==> src/rtl/riscv_pkg.sv <==
// Shared types for the memory arbiter: FSM state and transaction owner.
package riscv_pkg;

    localparam int CNT_W = 8;

    typedef enum logic {
        IDLE = 1'b0,
        BUSY = 1'b1
    } state_e;

    typedef enum logic {
        OWN_IF = 1'b0,
        OWN_LS = 1'b1
    } owner_e;

endpackage

==> src/rtl/arb_pick.sv <==
// Two-requester arbitration: on a tie the requester not named by ptr wins.
module arb_pick
    import riscv_pkg::*;
(
    input  logic   if_req,
    input  logic   ls_req,
    input  owner_e ptr,
    output logic   gnt_if,
    output logic   gnt_ls
);

    always_comb begin
        gnt_if = 1'b0;
        gnt_ls = 1'b0;
        if (if_req && ls_req) begin
            if (ptr == OWN_IF) begin
                gnt_ls = 1'b1;
            end else begin
                gnt_if = 1'b1;
            end
        end else begin
            gnt_if = if_req;
            gnt_ls = ls_req;
        end
    end

endmodule

==> src/rtl/mem_arbiter.sv <==
// Shares one single-port memory between fetch (IF) and load/store (LS) with one
// transaction in flight and a response timeout. Define ARB_RR_EN for round-robin
// arbitration; the default build uses fixed LS priority.
module mem_arbiter
    import riscv_pkg::*;
#(
    parameter int AW      = 32,
    parameter int DW      = 32,
    parameter int TIMEOUT = 255
) (
    input  logic          clk,
    input  logic          rst_n,
    input  logic          if_req,
    input  logic [AW-1:0] if_addr,
    output logic          if_gnt,
    output logic          if_rvalid,
    output logic [DW-1:0] if_rdata,
    input  logic          ls_req,
    input  logic          ls_we,
    input  logic [3:0]    ls_be,
    input  logic [AW-1:0] ls_addr,
    input  logic [DW-1:0] ls_wdata,
    output logic          ls_gnt,
    output logic          ls_rvalid,
    output logic [DW-1:0] ls_rdata,
    output logic          rerr,
    output logic          mem_req,
    output logic          mem_we,
    output logic [3:0]    mem_be,
    output logic [AW-1:0] mem_addr,
    output logic [DW-1:0] mem_wdata,
    input  logic          mem_rvalid,
    input  logic [DW-1:0] mem_rdata
);

    localparam logic [CNT_W-1:0] CNT_LAST = CNT_W'(TIMEOUT - 1);
    localparam logic [CNT_W-1:0] CNT_ONE  = CNT_W'(1);

    state_e           state_q, state_d;
    owner_e           owner_q, owner_d;
    logic [CNT_W-1:0] cnt_q, cnt_d;
    owner_e           ptr;
    logic             pick_if, pick_ls;
    logic             resp, timeout, issuable, grant;

    // The timeout fires in the cycle the counter would reach TIMEOUT.
    assign resp     = (state_q == BUSY) && mem_rvalid;
    assign timeout  = (state_q == BUSY) && !mem_rvalid && (cnt_q == CNT_LAST);
    assign issuable = rst_n && ((state_q == IDLE) || resp);
    assign grant    = issuable && (pick_if || pick_ls);

`ifdef ARB_RR_EN
    owner_e ptr_q;

    always_ff @(posedge clk or negedge rst_n) begin
        if (!rst_n) begin
            ptr_q <= OWN_IF;
        end else if (grant) begin
            ptr_q <= pick_ls ? OWN_LS : OWN_IF;
        end
    end

    assign ptr = ptr_q;
`else
    // A pointer stuck at IF makes LS win every tie.
    assign ptr = OWN_IF;
`endif

    arb_pick u_pick (
        .if_req (if_req),
        .ls_req (ls_req),
        .ptr    (ptr),
        .gnt_if (pick_if),
        .gnt_ls (pick_ls)
    );

    always_ff @(posedge clk or negedge rst_n) begin
        if (!rst_n) begin
            state_q <= IDLE;
            owner_q <= OWN_IF;
            cnt_q   <= '0;
        end else begin
            state_q <= state_d;
            owner_q <= owner_d;
            cnt_q   <= cnt_d;
        end
    end

    always_comb begin
        state_d = state_q;
        owner_d = owner_q;
        cnt_d   = cnt_q;
        if (grant) begin
            state_d = BUSY;
            owner_d = pick_ls ? OWN_LS : OWN_IF;
            cnt_d   = '0;
        end else if (resp || timeout) begin
            state_d = IDLE;
            cnt_d   = '0;
        end else if (state_q == BUSY) begin
            cnt_d = cnt_q + CNT_ONE;
        end
    end

    always_comb begin
        if_gnt    = 1'b0;
        ls_gnt    = 1'b0;
        mem_req   = 1'b0;
        mem_we    = 1'b0;
        mem_be    = 4'h0;
        mem_addr  = '0;
        mem_wdata = '0;
        if_rvalid = 1'b0;
        if_rdata  = '0;
        ls_rvalid = 1'b0;
        ls_rdata  = '0;
        rerr      = 1'b0;

        if (issuable && pick_ls) begin
            ls_gnt    = 1'b1;
            mem_req   = 1'b1;
            mem_we    = ls_we;
            mem_be    = ls_be;
            mem_addr  = ls_addr;
            mem_wdata = ls_wdata;
        end else if (issuable && pick_if) begin
            if_gnt   = 1'b1;
            mem_req  = 1'b1;
            mem_be   = 4'hF;
            mem_addr = if_addr;
        end

        // A timeout response carries zero data; rerr marks it.
        if (resp) begin
            if (owner_q == OWN_LS) begin
                ls_rvalid = 1'b1;
                ls_rdata  = mem_rdata;
            end else begin
                if_rvalid = 1'b1;
                if_rdata  = mem_rdata;
            end
        end else if (timeout) begin
            rerr = 1'b1;
            if (owner_q == OWN_LS) begin
                ls_rvalid = 1'b1;
            end else begin
                if_rvalid = 1'b1;
            end
        end
    end

endmodule

==> config.mk <==
export PLATFORM = sky130hd
export DESIGN_NAME = mem_arbiter
export DESIGN_NICKNAME = d
export VERILOG_FILES = /design/src/rtl/riscv_pkg.sv /design/src/rtl/arb_pick.sv /design/src/rtl/mem_arbiter.sv
export SDC_FILE = /design/constraint.sdc
export NUM_CORES = 1
export LEC_CHECK = 0
export ABC_AREA = 1
export CORE_AREA = 2 2 108 110
export DETAILED_ROUTE_END_ITERATION = 10
export DIE_AREA = 0 0 110 112
export PLACE_DENSITY = 0.59
export SYNTH_ARGS = -nofsm -noshare
export SYNTH_HDL_FRONTEND = slang
export SYNTH_HIERARCHICAL = 1
export SYNTH_SLANG_ARGS = --single-unit
==> constraint.sdc <==
create_clock -name clk -period 1.3 [get_ports clk]
set_input_delay 0.13 -clock clk [delete_from_list [all_inputs] [get_ports clk]]
set_output_delay 0.13 -clock clk [all_outputs]
set_load 0.05 [all_outputs]
==> summary.txt <==
Route
  • TritonRoute pass-1 iters: 4
  • Wirelength, routed: approximately 15 mm
  • Routed len/inst: 17.8 um
  • Number of routed nets with antenna violations: 0
  • Post-route DRC: 0
  • Via Count: around 3,600
  • Initial DRC count: 48
  • Routed vias/inst: 4.25

Floorplan
  • Cell Rows: 39
  • Core area: 11,200 um^2
  • I/O pins: 277
  • Die area: about 12,000 um^2
  • Initial Util: 0.157
  • DIE HEIGHT: 112 um
  • Die width: 110 um

Final layout
  • Layout cells sized above 1: 0.620
  • Cell Count, Final, Fillers Out: 850
  • Final antenna diode count: 0
  • Area growth from synthesis to layout: 409%
  • Core Util, Final: 0.798
  • Nets@finish: 848
  • Fin area: 8910 um^2

Power
  • Power Density: ~530 nW/um^2
  • NetSw: 2.07 mW
  • Clock share of power: 0.133
  • Logic pwr share: 0.791
  • Leakage: roughly 3.9 nW
  • Total power: 4.69 mW
  • Worst vdd ir: about 0.4 mV
  • Pint: ~2.6 mW
  • Sequential share of power: 0.076
  • Sw Ratio: 0.442

Min path
  • Hold crit path type: in2async

Critical path
  • CP peak stage delay: ~0.38 ns
  • WP data required: between 1 and 1.5 ns
  • Worst R2R End: cnt_q[7]
  • Reg2Reg Depth: 10
  • Crit Path Category: reg2out
  • R2r startpoint: state_q
  • CP Launch Type: flop
  • Crit path to: ls_rdata[9]
  • Flop-to-flop setup slack: -0.07 ns
  • Most used cell, CP: buf_12
  • CP max FO: 7
  • Worst-path cell chain: buf_4 -> buf_6 -> nand2_4 -> inv_6 -> buf_12 -> nand2_8 -> clkbuf_16 -> nor2_4 -> buf_12
  • CP Capture Type: output port
  • CP max stage cell: dfrtp_1
  • Arr. time, crit path: about 1.6 ns
  • CP Launch Point: state_q

Place
  • Routability cong.: between 0.9 and 1
  • HPWL after detailed placement: around 10 mm
  • # port buffers: 276
  • Area after DPL: 7170 um^2
  • Post-place setup slack: -0.696 ns
  • DP Cell Count: roughly 800

Timing
  • Period utilization: 1.36
  • Crit path setup slack, layout: -0.466 ns
  • Setup TNS: -54.56 ns
  • Final setup violation count: 145
  • Max Slew Vio Count: 0
  • Fin Clk Skew: 0.00197 ns
  • Period minus WS final: 1.77 ns
  • Final Hold Viols: 0
  • RSZ-0062 raised after global routing: yes
  • Max Fclk: 0.566 GHz
  • Worst hold margin: 0.289 ns

Synth
  • YS warnings: 6
  • Synthesized instance count: 370
  • Post-Syn Area: 1750 um^2
  • Sequential element share of the synthesized area: 0.143
  • Synth unique cells: 24
  • Avg Inst Size Synth: 4.73 um^2
  • Seq cells post-synth: 10

CTS
  • Clock Sinks: 10
  • CTS Buffer Depth: 2
  • Hold buffer count at CTS: 0
  • CTS H-tree lvls: 1
  • CTS tree: done
  • Clk_lat worst skew: 0.24 ns
  • Clock root cell: clkbuf_16
  • Num CTS Buffers: 3
  • Clock transition at path regs: 0.04 ns

GRT
  • Total gr overflow: 0
  • Vias in the first global route: 3,879
  • Initial antenna violation count: 0
  • First-pass GRT wire length: 21.1 mm
  • Global-route usage over all layers: 0.225
  • Largest net degree at the start of global routing: 35

Status
  • Status: finished with violations
  • Failing checks: setup timing

Run
  • Max-Cap Viols: 0
[critical path, delay by kind of cell, from the launching register on]
family / cells / cell delay [ns]
flops: 1 / 0.38
simple gates: 3 / 0.25
buf+inv: 6 / 0.77
[cells in the mapped netlist]
cell | count | area (um^2)
buf_2 | 11 | 55.1
inv_4 | 1 | 6.26
ha_1 | 2 | 25.0
o21ai_0 | 1 | 5.00
nor2_4 | 1 | 11.3
nand2_2 | 2 | 12.5
nand3_2 | 1 | 10.0
a21oi_1 | 1 | 5.00
nand4_1 | 3 | 18.8
nand3_1 | 4 | 20.0
xnor2_1 | 2 | 17.5
xor2_1 | 3 | 26.3
dfrtp_1 | 10 | 250
inv_2 | 1 | 3.75
buf_6 | 3 | 33.8
conb_1 | 1 | 3.75
buf_4 | 1 | 7.51
nand2_4 | 1 | 11.3
o21bai_1 | 2 | 15.0
nor3_1 | 1 | 5.00
nand2_1 | 124 | 465
nand3_4 | 1 | 17.5
inv_1 | 82 | 308
nor2_1 | 111 | 417
[how the worst min path moves through the flow]
| stage | cells past startpoint | startpoint | to |
|---|---|---|---|
| after floorplan | 0 | rst_n | cnt_q[0] |
| after global placement | 2 | rst_n | cnt_q[0] |
| after detailed placement | 2 | rst_n | cnt_q[1] |
| after CTS | 2 | rst_n | cnt_q[1] |
| after global routing | 2 | rst_n | cnt_q[0] |
| final | 2 | rst_n | cnt_q[1] |
[repair_timing]
item                       in CTS  in global routing
buffers inserted               13                 10
pin swaps                      15                 17
resized for setup             175                 50
hold endpoints to repair        0                  0
setup endpoints to repair     149                149
cloned                         14                  7
[routing by layer]
layer	vias to the layer above	track usage	share of wire
met5	-	0	0
met4	0	0.0574	0.026
met3	27	0.0632	0.088
met2	181	0.444	0.58
met1	1679	0.223	0.30
li1	1722	-	-
[power by group through the flow]
stage                     registers, mW  logic [mW]  clock network (mW)
after global placement            0.351        2.94                   0
after CTS                         0.357        3.50               0.624
after floorplan                   0.360        1.38                   0
final                             0.358        3.71               0.624
after global routing              0.362        3.85               0.647
after detailed placement          0.354        2.97                   0
[state kept, by name, indices dropped and copies added, names as in the netlist]
| name | count |
|---|---|
| state_q | 1 |
| cnt_q | 8 |
| owner_q | 1 |
[cell usage in the layout (no fill, tap or decap), drive strengths merged]
cell type and instances:
a21oi 1, buf 202, clkbuf 9, clkdlybuf4s50 134, conb 2, dfrtp 10
dlygate4sd2 3, ha 2, inv 87, nand2 127, nand3 6, nand4 3
nor2 112, nor3 1, o21ai 1, o21bai 2, xnor2 2, xor2 3
[layout make-up]
class,count,area [um^2]
inverters,84,344
multi-input cells,262,2760
repair buffers,344,5240
well taps,143,179
fillers,644,2260
clock buffers,4,88.8
flip-flops and latches,10,250
repair inverters,3,56.3
[kinds of logic (layout without fill, tap and decap cells)]
group / after synthesis / count (layout) / synth area share
AO/OA/AOI/OAI: 4 / 4 / 0.0143
XOR/XNOR: 5 / 5 / 0.0250
adder cells (fa/ha/maj): 2 / 2 / 0.0143
buffers and inverters: 99 / 435 / 0.237
flip-flops: 10 / 10 / 0.143
other: 1 / 2 / 0.00214
AND/OR/NAND/NOR: 249 / 249 / 0.565
No activity file was read; power rests on OpenSTA's default activity.
